<file path="src/rtl/exec_pkg.sv">
// exec_pkg
//   Shared definitions for the execute-stage operation controller:
//   ALU operation codes, ALUOp class constants, Funct7 patterns and the
//   mul/div sequencer state type.
//   No ports (package).
package exec_pkg;

  // Base 5-bit ALU operation codes; wider Operation buses zero-extend these.
  typedef enum logic [4:0] {
    OP_AND   = 5'b00000,
    OP_OR    = 5'b00001,
    OP_ADD   = 5'b00010,
    OP_XOR   = 5'b00011,
    OP_SLL   = 5'b00100,
    OP_SRL   = 5'b00101,
    OP_SUB   = 5'b00110,
    OP_SRA   = 5'b00111,
    OP_BEQ   = 5'b01000,
    OP_BLT   = 5'b01001,
    OP_BGE   = 5'b01010,
    OP_BNE   = 5'b01011,
    OP_SLT   = 5'b01100,
    OP_PASSB = 5'b01101,
    OP_SLTU  = 5'b01110,
    OP_BLTU  = 5'b01111,
    OP_BGEU  = 5'b10000
  } alu_op_e;

  // M-extension ops are encoded as {M_OP_PREFIX, Funct3}.
  localparam logic [1:0] M_OP_PREFIX = 2'b11;

  localparam logic [1:0] ALUOP_MEM    = 2'b00;
  localparam logic [1:0] ALUOP_BRANCH = 2'b01;
  localparam logic [1:0] ALUOP_RTYPE  = 2'b10;
  localparam logic [1:0] ALUOP_JUMP   = 2'b11;

  localparam logic [6:0] FUNCT7_ALT = 7'b0100000;
  localparam logic [6:0] FUNCT7_M   = 7'b0000001;

  typedef enum logic [1:0] {
    ST_IDLE = 2'd0,
    ST_RUN  = 2'd1,
    ST_DONE = 2'd2
  } state_e;

  function automatic int max_int(input int a, input int b);
    return (a > b) ? a : b;
  endfunction

endpackage

</file>
<file path="src/rtl/alu_op_decode.sv">
// alu_op_decode
//   Combinational decode of ALUOp/Funct7/Funct3 into an ALU operation code.
//   Ports:
//     alu_op_i   in   2     instruction class from the main decoder
//     funct7_i   in   7     instr[31:25]
//     funct3_i   in   3     instr[14:12]
//     op_o       out  OP_W  operation code (ADD when undecodable)
//     bad_o      out  1     encoding not decodable (not qualified by valid)
//     is_m_o     out  1     encoding is an enabled RV32M op
module alu_op_decode
  import exec_pkg::*;
#(
  parameter int OP_W     = 5,
  parameter bit ENABLE_M = 1'b1
) (
  input  logic [1:0]      alu_op_i,
  input  logic [6:0]      funct7_i,
  input  logic [2:0]      funct3_i,
  output logic [OP_W-1:0] op_o,
  output logic            bad_o,
  output logic            is_m_o
);

  logic [4:0] op5;

  // Funct7 is only consulted for ADD/SUB, SRL/SRA and the M-extension
  // marker, because I-type immediates reuse those bits.
  always_comb begin
    op5    = OP_ADD;
    bad_o  = 1'b0;
    is_m_o = 1'b0;
    case (alu_op_i)
      ALUOP_MEM:  op5 = OP_ADD;
      ALUOP_JUMP: op5 = OP_PASSB;
      ALUOP_BRANCH: begin
        case (funct3_i)
          3'b000:  op5 = OP_BEQ;
          3'b001:  op5 = OP_BNE;
          3'b100:  op5 = OP_BLT;
          3'b101:  op5 = OP_BGE;
          3'b110:  op5 = OP_BLTU;
          3'b111:  op5 = OP_BGEU;
          default: bad_o = 1'b1;
        endcase
      end
      ALUOP_RTYPE: begin
        if (funct7_i == FUNCT7_M) begin
          if (ENABLE_M) begin
            op5    = {M_OP_PREFIX, funct3_i};
            is_m_o = 1'b1;
          end else begin
            bad_o = 1'b1;
          end
        end else begin
          case (funct3_i)
            3'b000:  op5 = (funct7_i == FUNCT7_ALT) ? OP_SUB : OP_ADD;
            3'b001:  op5 = OP_SLL;
            3'b010:  op5 = OP_SLT;
            3'b011:  op5 = OP_SLTU;
            3'b100:  op5 = OP_XOR;
            3'b101:  op5 = (funct7_i == FUNCT7_ALT) ? OP_SRA : OP_SRL;
            3'b110:  op5 = OP_OR;
            default: op5 = OP_AND;
          endcase
        end
      end
      default: op5 = OP_ADD;
    endcase
  end

  assign op_o = OP_W'(op5);

endmodule

</file>
<file path="src/rtl/exec_op_controller.sv">
// exec_op_controller
//   Execute-stage operation controller: ALU op decode plus a small FSM that
//   sequences multi-cycle RV32M mul/div operations and stalls the pipeline.
//   Ports:
//     clk, reset            clock (rising edge), async active-high reset
//     in_valid, flush       ID/EX holds an instruction / squash it
//     ALUOp, Funct7, Funct3 instruction decode fields
//     Operation, illegal    combinational ALU op code / undecodable flag
//     md_start, md_done     one-cycle launch / result-valid pulses
//     md_abort              one-cycle pulse when an in-flight op is squashed
//     md_op                 registered Funct3 of the accepted M op
//     stall, busy           pipeline freeze / sequencer not idle
module exec_op_controller
  import exec_pkg::*;
#(
  parameter int OP_W       = 5,
  parameter bit ENABLE_M   = 1'b1,
  parameter int MUL_CYCLES = 4,
  parameter int DIV_CYCLES = 33
) (
  input  logic            clk,
  input  logic            reset,
  input  logic            in_valid,
  input  logic            flush,
  input  logic [1:0]      ALUOp,
  input  logic [6:0]      Funct7,
  input  logic [2:0]      Funct3,
  output logic [OP_W-1:0] Operation,
  output logic            illegal,
  output logic            md_start,
  output logic [2:0]      md_op,
  output logic            md_done,
  output logic            md_abort,
  output logic            stall,
  output logic            busy
);

  localparam int CNT_W = $clog2(max_int(MUL_CYCLES, DIV_CYCLES)) + 1;
  localparam logic [CNT_W-1:0] MUL_LOAD = CNT_W'(MUL_CYCLES - 1);
  localparam logic [CNT_W-1:0] DIV_LOAD = CNT_W'(DIV_CYCLES - 1);

  state_e           state_q, state_d;
  logic [CNT_W-1:0] cnt_q, cnt_d;
  logic [2:0]       md_op_q, md_op_d;
  logic             dec_bad;
  logic             dec_is_m;

  alu_op_decode #(
    .OP_W     (OP_W),
    .ENABLE_M (ENABLE_M)
  ) u_decode (
    .alu_op_i (ALUOp),
    .funct7_i (Funct7),
    .funct3_i (Funct3),
    .op_o     (Operation),
    .bad_o    (dec_bad),
    .is_m_o   (dec_is_m)
  );

  assign illegal = in_valid & dec_bad;
  assign md_op   = md_op_q;
  assign busy    = (state_q != ST_IDLE);

  always_ff @(posedge clk or posedge reset) begin
    if (reset) begin
      state_q <= ST_IDLE;
      cnt_q   <= '0;
      md_op_q <= '0;
    end else begin
      state_q <= state_d;
      cnt_q   <= cnt_d;
      md_op_q <= md_op_d;
    end
  end

  // The accept in IDLE is gated by reset so the launch strobe and stall
  // drop the moment reset rises, not just at the next edge. Funct3[2]
  // separates the divide family from the multiply family.
  always_comb begin
    state_d  = state_q;
    cnt_d    = cnt_q;
    md_op_d  = md_op_q;
    md_start = 1'b0;
    md_done  = 1'b0;
    md_abort = 1'b0;
    stall    = 1'b0;
    case (state_q)
      ST_IDLE: begin
        if (in_valid && dec_is_m && !flush && !reset) begin
          md_start = 1'b1;
          stall    = 1'b1;
          md_op_d  = Funct3;
          cnt_d    = Funct3[2] ? DIV_LOAD : MUL_LOAD;
          state_d  = ST_RUN;
        end
      end
      ST_RUN: begin
        if (flush) begin
          md_abort = 1'b1;
          state_d  = ST_IDLE;
        end else begin
          stall = 1'b1;
          if (cnt_q == '0) begin
            state_d = ST_DONE;
          end else begin
            cnt_d = cnt_q - 1'b1;
          end
        end
      end
      ST_DONE: begin
        md_done = 1'b1;
        state_d = ST_IDLE;
      end
      default: state_d = ST_IDLE;
    endcase
  end

endmodule

</file>
<file path="config.mk">
export PLATFORM = sky130hd
export DESIGN_NAME = exec_op_controller
export DESIGN_NICKNAME = d
export VERILOG_FILES = /design/src/rtl/exec_pkg.sv /design/src/rtl/alu_op_decode.sv /design/src/rtl/exec_op_controller.sv
export SDC_FILE = /design/constraint.sdc
export NUM_CORES = 1
export LEC_CHECK = 0
export BUFFER_PORTS_ARGS = -buffer_cell sky130_fd_sc_hd__buf_4
export CAP_MARGIN = 20
export CORE_MARGIN = 2
export CORE_UTILIZATION = 30
export CTS_BUF_LIST = sky130_fd_sc_hd__clkbuf_8
export DETAILED_ROUTE_END_ITERATION = 6
export SLEW_MARGIN = 40
export SYNTH_ARGS = -nofsm -noshare
export SYNTH_HDL_FRONTEND = slang
export SYNTH_SLANG_ARGS = --single-unit
</file>
<file path="constraint.sdc">
create_clock -name clk -period 2.1 [get_ports clk]
set_input_delay 0.105 -clock clk [delete_from_list [all_inputs] [get_ports clk]]
set_output_delay 0.105 -clock clk [all_outputs]
set_load 0.01 [all_outputs]
</file>
Word-level counts from Yosys, hierarchy flattened
Index checks and enable logic that the tools add are counted.
{"block": "op_classes", "addsub": 1, "eq_ne": 18, "muxes": 26, "bitwise": 1, "reduce_logical": 15}
{"operator": "$pmux 5 s7", "n": 1}
{"operator": "$pmux 5 s6", "n": 1}
{"operator": "$mux 7", "n": 3}
{"operator": "$pmux 5 s4", "n": 1}
{"operator": "$pmux 7 s2", "n": 1}
{"operator": "$eq 3x3->1 const B", "n": 4}
{"operator": "$mux 1", "n": 10}
{"operator": "$mux 2", "n": 4}
{"operator": "$eq 7x1->1 const B", "n": 1}
{"operator": "$eq 7x6->1 const B", "n": 1}
{"operator": "$logic_not 7->1", "n": 1}
{"operator": "$sub 7x1->7 const B", "n": 1}
{"operator": "$eq 2x2->1 const B", "n": 3}
{"operator": "$eq 3x2->1 const B", "n": 2}
{"operator": "$mux 6", "n": 1}
{"operator": "$ne 2x2->1 const B", "n": 3}
{"operator": "$reduce_or 6->1", "n": 1}
{"operator": "$mux 5", "n": 1}
{"operator": "$eq 2x1->1 const B", "n": 2}
{"operator": "$logic_not 2->1", "n": 2}
{"operator": "$pmux 2 s2", "n": 1}
{"operator": "$reduce_and 2->1", "n": 2}
{"operator": "$reduce_and 4->1", "n": 1}
{"operator": "$reduce_bool 2->1", "n": 2}
{"operator": "other kinds (8)", "n": 11}
{"block": "word_totals", "ff_bits": 12, "in_bits": 16, "out_inout_bits": 14, "wordCells": 64}

Logic depth before layout (Yosys ltp)
Gate-level depths: netlist (run 1).
{"block": "logic_depth", "depth_word": 8, "mapped_depth": 8, "ltp_nobuf": 7}

By module
From an unflattened synthesis (run 1), not the netlist that was laid out.
{"block": "unflattened", "hier_cells": 115, "hier_area_um2": 918.4}
{"module": "exec_op_controller", "n_inst": 1, "cells_per_inst": 68, "area_each_um2": 630.6, "seq_area_each_um2": 300.3}
{"module": "alu_op_decode", "n_inst": 1, "cells_per_inst": 47, "area_each_um2": 287.8, "seq_area_each_um2": 0.0}

Least setup slack after synthesis (run 1)
Ideal clock, no wire load.
{"block": "synth_path", "path_type": "register to register", "from": "register cnt_q[0]", "to": "register cnt_q[4]", "setup_time_ps": 119, "arrival_time_ps": 1562, "required_ps": 1981, "setup_slack_ps": 418, "stages_incl_launch_ff": 9, "n_path_buf": 1, "synth_period_minus_slack_ps": 1682, "cell_sequence": "dfrtp_1 -> inv_1 -> ha_1 -> nor4b_2 -> a211o_2 -> o21ai_2 -> buf_6 -> mux2i_1 -> nand2_1"}
{"block": "synth_via", "elab_chain_cells": 4, "elab_cells_between_ends": 7, "cone_classes": "add/sub: 1; eq/ne: 1; mux: 3; reduce/logical: 2"}
{"item": "start, declared", "line_no": "exec_op_controller.sv:43", "rtl": "logic [CNT_W-1:0] cnt_q, cnt_d;"}
{"item": "start signal, assigned", "line_no": "exec_op_controller.sv:71", "rtl": "cnt_q <= cnt_d;"}
{"item": "$sub 7x1->7", "line_no": "exec_op_controller.sv:106", "rtl": "cnt_d = cnt_q - 1'b1;"}
{"item": "$mux 7", "line_no": "exec_op_controller.sv:103", "rtl": "if (cnt_q == '0) begin"}
{"item": "$mux 7", "line_no": "exec_op_controller.sv:98", "rtl": "if (flush) begin"}
{"item": "$pmux 7 s2", "line_no": "exec_op_controller.sv:87", "rtl": "case (state_q)"}
Parallel ways exist; a longest one is shown, timed or not. The select of a mux whose other input is x is not followed.
A chain may end at the register's enable or synchronous reset.

Worst setup path in the final report (run 1)
{"block": "layout_path", "from": "register cnt_q[0]", "to": "register cnt_q[3]"}
Same word-level chain as after synthesis.

==> impl_metrics.csv, run 1 <==
group,metric,value,unit
timing,final.period_utilization,92.59,%
cts,clock-sinks,12,
logic_synthesis,mappedNetlistArea,939.7,um2
worst_hold_path,hp-start,"flush",
timing,holdWs,57.64,ps
drt,first_pass_iters,4,
logic_synthesis,synth_cells,110,
die,initial_core_util,31.03,%
worst_hold_path,holdPathStages,2,
worst_setup_path,crit_path_max_fanout,12,
die,die_h,59.97,um
logic_synthesis,avgSynthCellArea,8.542,um2
finish,drive_gt1_share,34.53,%
timing,rsz0062_at_grt,"false",
power,peakVddDrop,0.0003336,V
global_routing,first_global_vias,824,
worst_setup_path,crit_family,"compound AO/OA/AOI/OAI gates",
worst_setup_path,end_kind,"flip-flop",
worst_setup_path,worstPathArrival,2070,ps
timing,skew,1.671,ps
cts,cts_tree,"yes",
cts,worstSkewPairLatency,240,ps
finish,fillCellCount,303,
placement,pre_cts_ws,195.3,ps
cts,cts_made_buffers,3,
finish,n_antenna_cell,0,
finish,syn_to_final_growth,31.82,%
timing,setup_tns,0,ps
logic_synthesis,ys_warn_count,0,
worst_setup_path,crit_type,"reg -> reg",
worst_setup_path,timing.rr.end,"cnt_q[3]",
drt,detail_route.wl_per_cell,12.45,um
power,power.density,473.9,nW/um2
die,die_x,59.97,um
timing,period_needed,1944,ps
logic_synthesis,synth_area_leaders,"dfrtp_1, nand2_1, o21ai_0",
cts,clk_path_buf_depth,2,
global_routing,grt_max_degree,14,
cts,root_buffer,"clkbuf_8",
die,core.rowCount,20,
timing,max_freq,0.5143,GHz
drt,route.detailed.drc,0,
logic_synthesis,async_reset_ff_share,100.0,%
logic_synthesis,synth_ff_type,"dfrtp_1",
logic_synthesis,synth-seq-cells,12,
worst_hold_path,hold_end,"state_q[1]",
drt,route.antenna.remaining_nets,0,
cts,ctsHtreeMaxLevel,1,
timing,finalMaxSlewViolations,0,
worst_setup_path,cp_data_required_time,2230,ps
placement,gp_congestion,0.8896,
placement,placed_cells,179,
worst_setup_path,cp-start-kind,"flip-flop",
die,ios,30,
placement,dp_hpwl,1767,um
cts,clkTransAtPathRegs,50,ps
run_status,status,"complete, no violations",
cts,post_cts_resized,0,
die,core,3028,um2
global_routing,antenna_found_initial,0,
global_routing,track_usage,13.44,%
power,leakage,0.5609,nW
worst_setup_path,slowest_delay,390,ps
worst_setup_path,crit_slowest_cell,"dfrtp_1",
drt,post_drt_via_cell_ratio,5.213,
global_routing,gr-total-overflow,0,
job,maxCapViolCount,0,
logic_synthesis,synth_edf_count,0,
placement,io_buffers,29,
die,dieArea,3596,um2
drt,drt_iter0_drc,38,
timing,setup_slack,155.5,ps
logic_synthesis,synth_area_leader_cell,"dfrtp_1",
logic_synthesis,syn-num-nets,128,
logic_synthesis,synth.most_common_cell,"nand2_1",
worst_hold_path,hp-class,"in -> reg",
logic_synthesis,yosysUniqueCellTypes,43,
timing,max_slew.worst_pin.slew,501.3,ps
logic_synthesis,synthTopCellsByCount,"nand2_1, dfrtp_1, o21ai_0",
drt,num_vias,954,
finish,fin_nets,159,
timing,setup_violations,0,
logic_synthesis,yosysTopAreaCellShare,31.96,%
worst_setup_path,crit_chain,"inv_1, ha_1, nor4b_2, a211o_2, o21ai_2, o21ai_0, a22o_2",
worst_setup_path,crit_buf_inv,1,
finish,stdcell_count,183,
logic_synthesis,yosysSeqAreaShare,31.96,%
worst_setup_path,ff2ff_setup_slack,160,ps
drt,wl,2278,um
timing,relSlewSlack,66.57,%
worst_setup_path,reg2reg_depth,7,
worst_setup_path,timing.rr.start,"cnt_q[0]",
timing,hold_viol_final,0,
global_routing,grt_pass1_wl,3753,um
## final cells by class
type                            instances  area, um2  share of cell area (%)
Clock buffer                            3      41.29                   3.333
Tap cell                               44      55.05                   4.444
Sequential cell                        12      300.3                   24.24
Timing Repair Buffer                   31      235.2                   18.99
Multi-Input combinational cell         88      588.1                   47.47
Inverter                                5      18.77                   1.515
## metrics by stage
step	power (W)	util, %	cell area [um2]
2_1_floorplan	0.0003261	-	939.7
3_3_place_gp	0.0003808	39.21	1187
3_5_place_dp	0.0003847	39.21	1187
4_1_cts	0.0005926	40.91	1239
5_1_grt	0.0006141	40.91	1239
6_report	0.0005870	40.91	1239
## registers in the layout (all words and copies together) (netlist names)
| name | count |
|---|---|
| cnt_q | 7 |
| md_op | 3 |
| state_q | 2 |
## where the power goes
group	total, W	internal (W)	switching [W]	leakage, nW
Clock	0.000204	0.000126	0.0000783	0.0216
Sequential	0.000254	0.000242	0.0000121	0.155
Combinational	0.000128	0.0000613	0.0000670	0.384
Total	0.000587	0.000429	0.000158	0.561
## layout by cell type, fill, tap and decap left out, types with 2 or more instances in the layout
master,count
a21oi_1,2
a22o_1,2
nor3b_1,2
o21ai_0,9
buf_4,30
nor3_1,4
nor2b_1,4
nand2b_1,4
o2bb2ai_1,2
nand3_1,6
ha_1,2
inv_1,5
clkbuf_8,3
nand2_1,14
mux2_2,3
o21ai_2,3
a21o_1,2
nor2_1,6
mux2i_1,2
dfrtp_1,12
## worst max-delay path by stage
stage	start	end	slack, ps	cells past startpoint
finish	cnt_q[0]	cnt_q[3]	160	7
global route	cnt_q[0]	cnt_q[3]	4	7
CTS	cnt_q[0]	cnt_q[3]	170	7
detailed placement	cnt_q[0]	cnt_q[3]	200	7
global placement	cnt_q[0]	cnt_q[3]	260	7
floorplan	cnt_q[0]	cnt_q[4]	420	8
## logic make-up (layout without fill, tap and decap cells)
| kind of cell | Yosys count | in the layout | share of synthesized area [%] |
|---|---|---|---|
| fa+ha+maj | 2 | 2 | 2.663 |
| flops | 12 | 12 | 31.96 |
| compound gates | 30 | 30 | 22.91 |
| simple gates | 51 | 51 | 31.29 |
| buf+inv | 10 | 39 | 5.459 |
| mux | 5 | 5 | 5.726 |
## timing repair
item / 4_1_cts / 5_1_grt
setup buffers: 0 / 0
endpoints found under the hold margin: 12 / 0
hold buffers: 1 / 0
## layer usage
metal / wire length, um / track usage [%]
met3: 171 / 1.948
met5: 0 / 0
met2: 996 / 20.96
met4: 43 / 5.714
met1: 1066 / 18.45
Power figures use the tool's default switching activity.
==> inputs of run 2 (changes only) <==
--- a/config.mk
+++ b/config.mk
@@ -5,12 +5,13 @@
 export SDC_FILE = /design/constraint.sdc
 export NUM_CORES = 1
 export LEC_CHECK = 0
-export BUFFER_PORTS_ARGS = -buffer_cell sky130_fd_sc_hd__buf_4
+export BUFFER_PORTS_ARGS = -buffer_cell sky130_fd_sc_hd__buf_2
 export CAP_MARGIN = 20
 export CORE_MARGIN = 2
 export CORE_UTILIZATION = 30
 export CTS_BUF_LIST = sky130_fd_sc_hd__clkbuf_8
 export DETAILED_ROUTE_END_ITERATION = 6
+export PLACE_DENSITY = 0.53
 export SLEW_MARGIN = 40
 export SYNTH_ARGS = -nofsm -noshare
 export SYNTH_HDL_FRONTEND = slang
==> run 2 against run 1 <==
Net effect:
- highest routed layer is now met3
- non-clock buffer count unchanged
- critical endpoint unchanged
- first-iteration DRC count is 39% higher
- power up 5.5%
- wire length down 7.2%
- via count decreased by 6.9%
- hold slack better by 16 ps
- sequential power is essentially flat
- die area did not move
- final area is 4.7% lower
- register-to-register slack got worse by 20 ps
- clock power increased by 24%
==> impl_metrics.csv, run 2 (synthesis gave the netlist of run 1 again) <==
group,metric,value,unit
drt,route.antenna.remaining_nets,0,
timing,finalMaxSlewViolations,0,
global_routing,gr-total-overflow,0,
power,combPwrFrac,18.3,%
placement,dp_hpwl,1658,um
power,p_int,0.0004560,W
worst_hold_path,hp-class,"in -> reg",
drt,highest_layer,"met3",
job,maxCapViolCount,0,
finish,final_common_cell,"buf_2",
die,initial_core_util,31.03,%
placement,io_buffers,29,
drt,detail_route.wl_per_cell,11.49,um
global_routing,track_usage,12.16,%
global_routing,grt_max_degree,14,
drt,route.detailed.drc,0,
die,core.rowCount,20,
power,net-switching-power,0.0001634,W
drt,wl_met1,1030,um
drt,post_drt_via_cell_ratio,4.826,
timing,rsz0062_at_grt,"false",
cts,worstSkewPairLatency,240,ps
drt,drt_iter0_drc,53,
timing,relSlewSlack,65.42,%
global_routing,first_global_vias,788,
finish,fillCellCount,313,
worst_setup_path,end_kind,"flip-flop",
cts,clk_path_buf_depth,2,
finish,multi_input_area,588.1,um2
global_routing,antenna_found_initial,0,
finish,largest_reg_flops,7,
finish,largest_register,"cnt_q",
timing,period_needed,1965,ps
finish,final_cell_mix,"buf_2, nand2_1, dfrtp_1, o21ai_0",
power,swShare,26.38,%
finish,fin_nets,159,
timing,hold_viol_final,0,
timing,max_slew.worst_pin.slew,518.6,ps
worst_setup_path,cp-start-kind,"flip-flop",
worst_setup_path,crit_slowest_cell,"dfrtp_1",
cts,clock-sinks,12,
cts,post_cts_resized,0,
timing,setup_tns,0,ps
timing,setup_violations,0,
worst_setup_path,crit_chain,"inv_1, ha_1, nor4b_2, a211o_2, o21ai_2, o21ai_0, a22o_2",
global_routing,grt_pass1_wl,3374,um
timing,final.period_utilization,93.55,%
finish,register_area,300.3,um2
worst_setup_path,slowest_delay,380,ps
cts,ctsHtreeMaxLevel,1,
power,peakVddDrop,0.0002999,V
worst_setup_path,crit_buf_inv,1,
cts,root_buffer,"clkbuf_8",
placement,placed_cells,179,
die,die_x,59.97,um
finish,postLayoutCellArea,1180,um2
worst_setup_path,crit_path_max_fanout,12,
worst_setup_path,crit_family,"compound AO/OA/AOI/OAI gates",
finish,stdcell_count,184,
power,power.density,525.0,nW/um2
placement,gp_congestion,0.8091,
drt,first_pass_iters,4,
power,seq_power_share,40.9,%
drt,wl,2115,um
finish,drive_gt1_share,35.00,%
power,power.share.clock,40.8,%
die,core,3028,um2
die,dieArea,3596,um2
finish,syn_to_final_growth,25.57,%
power,leakage,0.5532,nW
timing,skew,2.996,ps
run_status,status,"complete, no violations",
drt,routed-wl-met2,964,um
cts,clkTransAtPathRegs,60,ps
worst_setup_path,crit_type,"reg -> reg",
timing,max_freq,0.5090,GHz
worst_setup_path,worstPathArrival,2090,ps
die,ios,30,
cts,cts_tree,"yes",
worst_setup_path,cp_data_required_time,2230,ps
finish,n_antenna_cell,0,
cts,cts_made_buffers,3,
placement,placed_area,1115,um2
drt,num_vias,888,
drt,dr_wl_met3,120,um
die,die_h,59.97,um
[run 2: cell type report]
cell class,count,area share [%]
clock buffer,4,4.666
inverter,5,1.591
multi-input combinational,88,49.84
sequential,12,25.45
tap,44,4.666
timing repair buffer,31,13.79
[run 2: timing repair]
action,4_1_cts,5_1_grt
endpoints found under the hold margin,12,0
buffers inserted,0,0
hold buffers,1,0
[run 2: path summary, 6_finish.rpt]
path	startpoint	endpoint	slack, ps	depth (start not counted)
max in group asynchronous	reset	md_op[1]	1350	3
setup / recovery	cnt_q[0]	cnt_q[3]	140	7
hold reg to reg	cnt_q[3]	cnt_q[3]	500	1
min in group asynchronous	reset	state_q[1]	430	3
setup reg to reg	cnt_q[0]	cnt_q[3]	140	7
hold / removal	flush	state_q[1]	70	2
[run 2: per-stage QoR]
stage | total power, W | util, % | worst slack [ps] | hold WS, ps
floorplan | 0.0003261 | - | 418.1 | -30.30
global placement | 0.0003681 | 36.82 | 248.3 | 146.4
detailed placement | 0.0003698 | 36.82 | 158.9 | 157.8
CTS | 0.0006260 | 38.97 | 149.4 | 75.73
global route | 0.0006557 | 38.97 | 6.176 | 76.95
finish | 0.0006194 | 38.97 | 135.5 | 73.85
[run 2: power by group through the flow]
| stage | combinational [W] | sequential [W] | clock, W |
|---|---|---|---|
| after global routing | 0.000129 | 0.000255 | 0.000272 |
| after detailed placement | 0.000113 | 0.000257 | 0 |
| after CTS | 0.000115 | 0.000253 | 0.000258 |
| after floorplan | 0.0000713 | 0.000255 | 0 |
| after global placement | 0.000111 | 0.000257 | 0 |
| final | 0.000114 | 0.000253 | 0.000252 |
[run 2: routing by layer]
layer	vias to the layer above	GRT usage, %
met3	0	1.299
met4	0	2.857
met1	405	16.07
met5	-	0
met2	25	21.12
li1	458	-
[run 2: worst register-to-register path: stages (launching register included)]
cell and delay, ps:
dfrtp_1 380, inv_1 90, ha_1 190, nor4b_2 160
a211o_2 370, o21ai_2 220, o21ai_0 200, a22o_2 240
==> inputs of run 3 (changes only) <==
--- a/config.mk
+++ b/config.mk
@@ -5,13 +5,16 @@
 export SDC_FILE = /design/constraint.sdc
 export NUM_CORES = 1
 export LEC_CHECK = 0
+export ABC_AREA = 1
 export BUFFER_PORTS_ARGS = -buffer_cell sky130_fd_sc_hd__buf_2
 export CAP_MARGIN = 20
+export CELL_PAD_IN_SITES_DETAIL_PLACEMENT = 0
+export CELL_PAD_IN_SITES_GLOBAL_PLACEMENT = 1
 export CORE_MARGIN = 2
 export CORE_UTILIZATION = 30
 export CTS_BUF_LIST = sky130_fd_sc_hd__clkbuf_8
 export DETAILED_ROUTE_END_ITERATION = 6
-export PLACE_DENSITY = 0.53
+export PLACE_DENSITY = 0.7
 export SLEW_MARGIN = 40
 export SYNTH_ARGS = -nofsm -noshare
 export SYNTH_HDL_FRONTEND = slang
==> run 3 against run 2 <==
Net effect:
- critical endpoint is now stall
- area after synthesis increased by 6.1%
- highest routed layer is now met4
- via count up 14%
- synthesized cell count grew 35%
==> impl_metrics.csv, run 3 <==
group,metric,value,unit
drt,drt_iter0_drc,69,
timing,period_needed,1618,ps
drt,detail_route.wl_per_cell,10.89,um
global_routing,grt_pass1_wl,4119,um
die,die_x,61.66,um
timing,finalMaxSlewViolations,0,
logic_synthesis,synth.most_common_cell,"nand2_1",
worst_setup_path,crit_type,"in -> out",
finish,fin_nets,201,
cts,worstSkewPairLatency,240,ps
drt,wl,2451,um
worst_setup_path,worstPathArrival,1510,ps
finish,largest_reg_flops,7,
power,totalPowerFinal,0.0005303,W
logic_synthesis,synth-seq-cells,12,
power,swShare,25.79,%
die,core,3103,um2
worst_setup_path,crit_slowest_cell,"dlygate4sd3_1",
timing,skew,4.607,ps
power,combPwrFrac,17.6,%
cts,post_cts.repair.setup_buffers,0,
worst_setup_path,worst_path_most_repeated_cell,"buf_2",
drt,post_drt_via_cell_ratio,4.511,
power,leakage,0.7635,nW
job,maxCapViolCount,0,
drt,wl_met1,1121,um
logic_synthesis,synthTopCellsByCount,"nand2_1, nor2_1, inv_1",
placement,dp_hpwl,1990,um
global_routing,track_usage,15.07,%
power,power.density,428.5,nW/um2
die,die_h,61.66,um
placement,io_buffers,29,
logic_synthesis,yosysUniqueCellTypes,26,
worst_setup_path,crit_path_max_fanout,16,
logic_synthesis,async_reset_ff_share,100.0,%
cts,clkTransAtPathRegs,40,ps
timing,rsz0062_at_grt,"false",
global_routing,first_global_vias,962,
power,power.share.clock,38.4,%
timing,relSlewSlack,68.28,%
cts,clock-sinks,12,
logic_synthesis,synth_edf_count,0,
finish,fillCellCount,369,
finish,final_util,39.88,%
drt,num_vias,1015,
drt,route.detailed.drc,0,
finish,multi_input_area,599.3,um2
die,dieArea,3801,um2
timing,final.period_utilization,77.05,%
worst_setup_path,slowest_delay,530,ps
finish,drive_gt1_share,27.62,%
timing,setup_tns,0,ps
placement,placed_area,1186,um2
worst_setup_path,crit_family,"buffers and inverters",
logic_synthesis,avgSynthCellArea,6.693,um2
cts,ctsHtreeMaxLevel,1,
global_routing,gr-total-overflow,0,
worst_setup_path,cp_data_required_time,2000,ps
drt,route.antenna.remaining_nets,0,
drt,first_pass_iters,5,
timing,max_freq,0.6181,GHz
logic_synthesis,syn-num-nets,167,
worst_setup_path,cp-start-kind,"primary input",
placement,gp_congestion,0.8233,
logic_synthesis,ys_warn_count,0,
worst_hold_path,hp-class,"in -> reg",
drt,routed-wl-met2,1156,um
worst_setup_path,crit_buf_inv,3,
global_routing,grt_max_degree,17,
die,initial_core_util,32.14,%
timing,setup_violations,0,
logic_synthesis,synth_area_leaders,"dfrtp_1, nand2_1, nor2_1",
cts,clk_path_buf_depth,2,
finish,postLayoutCellArea,1237,um2
finish,syn_to_final_growth,24.09,%
die,ios,30,
logic_synthesis,synth_ff_type,"dfrtp_1",
drt,dr_wl_met3,122,um
timing,max_slew.worst_pin.slew,475.3,ps
cts,root_buffer,"clkbuf_8",
finish,n_antenna_cell,0,
power,net-switching-power,0.0001368,W
power,peakVddDrop,0.0002434,V
logic_synthesis,mappedNetlistArea,997.2,um2
logic_synthesis,synth_cells,149,
logic_synthesis,synth_area_leader_cell,"dfrtp_1",
cts,cts_tree,"yes",
worst_setup_path,end_kind,"primary output",
finish,largest_register,"cnt_q",
finish,final_cell_mix,"nand2_1, buf_2, nor2_1, inv_1, dfrtp_1",
power,p_int,0.0003935,W
die,core.rowCount,20,
finish,register_area,300.3,um2
cts,cts_made_buffers,3,
power,seq_power_share,44.0,%
worst_setup_path,crit_chain,"dlygate4sd3_1, buf_2, nor3_4, nand4_4, nand2_1, buf_2",
run_status,status,"complete, no violations",
global_routing,antenna_found_initial,0,
timing,hold_viol_final,0,
finish,final_common_cell,"nand2_1",
logic_synthesis,yosysTopAreaCellShare,30.11,%
drt,highest_layer,"met4",
logic_synthesis,yosysSeqAreaShare,30.11,%
[run 3: changes by cell type after synthesis, moves of 4 or more]
cell      change
inv_2         +6
nand3_1       +5
inv_1        +12
nor2_1       +13
nand2b_1      -4
o21ai_1       +8
o21ai_0       -5
nor2b_1       -4
nand2_1      +30
[run 3: cell type report]
class                   count  area share [%]
multi-input cells         113           48.43
repair buffers             30           12.54
flip-flops and latches     12           24.27
inverters                  23           6.977
well taps                  44           4.449
clock buffers               3           3.337
[run 3: what timing repair did]
| item | in CTS | in global routing |
|---|---|---|
| resized for setup | 0 | 0 |
| hold endpoints to repair | 12 | 0 |
| setup endpoints to repair | 0 | 0 |
| hold buffers | 1 | 0 |
[run 3: worst register-to-register path, stage by stage, from the launching register on]
cell	delay (ps)
dfrtp_1	390
inv_1	130
ha_1	170
nand4_1	140
nand2_2	200
nand2_4	110
nand2_1	90
nand2_1	50
[run 3: final timing paths]
path | cells after the start | end | slack (ps) | startpoint
min in group asynchronous | 3 | md_op[2] | 450 | reset
max reg2reg | 7 | cnt_q[3] | 710 | cnt_q[0]
max | 6 | stall | 480 | reset
min reg2reg | 2 | md_op[1] | 470 | md_op[1]
min | 3 | md_op[0] | 200 | Funct3[0]
max in group asynchronous | 3 | md_op[0] | 1320 | reset
[run 3: power groups by stage]
| stage | Clock (W) | Combinational (W) | Sequential, W |
|---|---|---|---|
| 4_1_cts | 0.000216 | 0.0000946 | 0.000233 |
| 6_report | 0.000204 | 0.0000932 | 0.000233 |
| 2_1_floorplan | 0 | 0.0000518 | 0.000237 |
| 5_1_grt | 0.000223 | 0.000106 | 0.000233 |
| 3_3_place_gp | 0 | 0.0000915 | 0.000237 |
| 3_5_place_dp | 0 | 0.0000929 | 0.000237 |
[run 3: cells by family (layout without fill, tap and decap cells)]
family,count (synthesis),in the layout,synth area share [%]
and+or+nand+nor,92,92,46.42
buffers and inverters,24,56,9.786
AOI/OAI and AO/OA,17,17,9.411
DFF,12,12,30.11
adders and majority gates,2,2,2.509
xor gates and xnor gates,2,2,1.757
[run 3: per-layer routing]
| layer | vias up | track usage (%) |
|---|---|---|
| met5 | - | 0 |
| met4 | 0 | 8.815 |
| met3 | 5 | 3.361 |
| met2 | 25 | 25.86 |
| met1 | 446 | 17.01 |
| li1 | 539 | - |
[run 3: through the flow]
| stage | setup WS, ps | instances | hold slack [ps] |
|---|---|---|---|
| after floorplan | 895.2 | 149 | -30.30 |
| after global placement | 748.6 | 221 | 184.6 |
| after detailed placement | 729.5 | 221 | 184.9 |
| after CTS | 456.7 | 225 | 191.0 |
| after global routing | 403.7 | 225 | 221.4 |
| final | 482.0 | 225 | 202.8 |
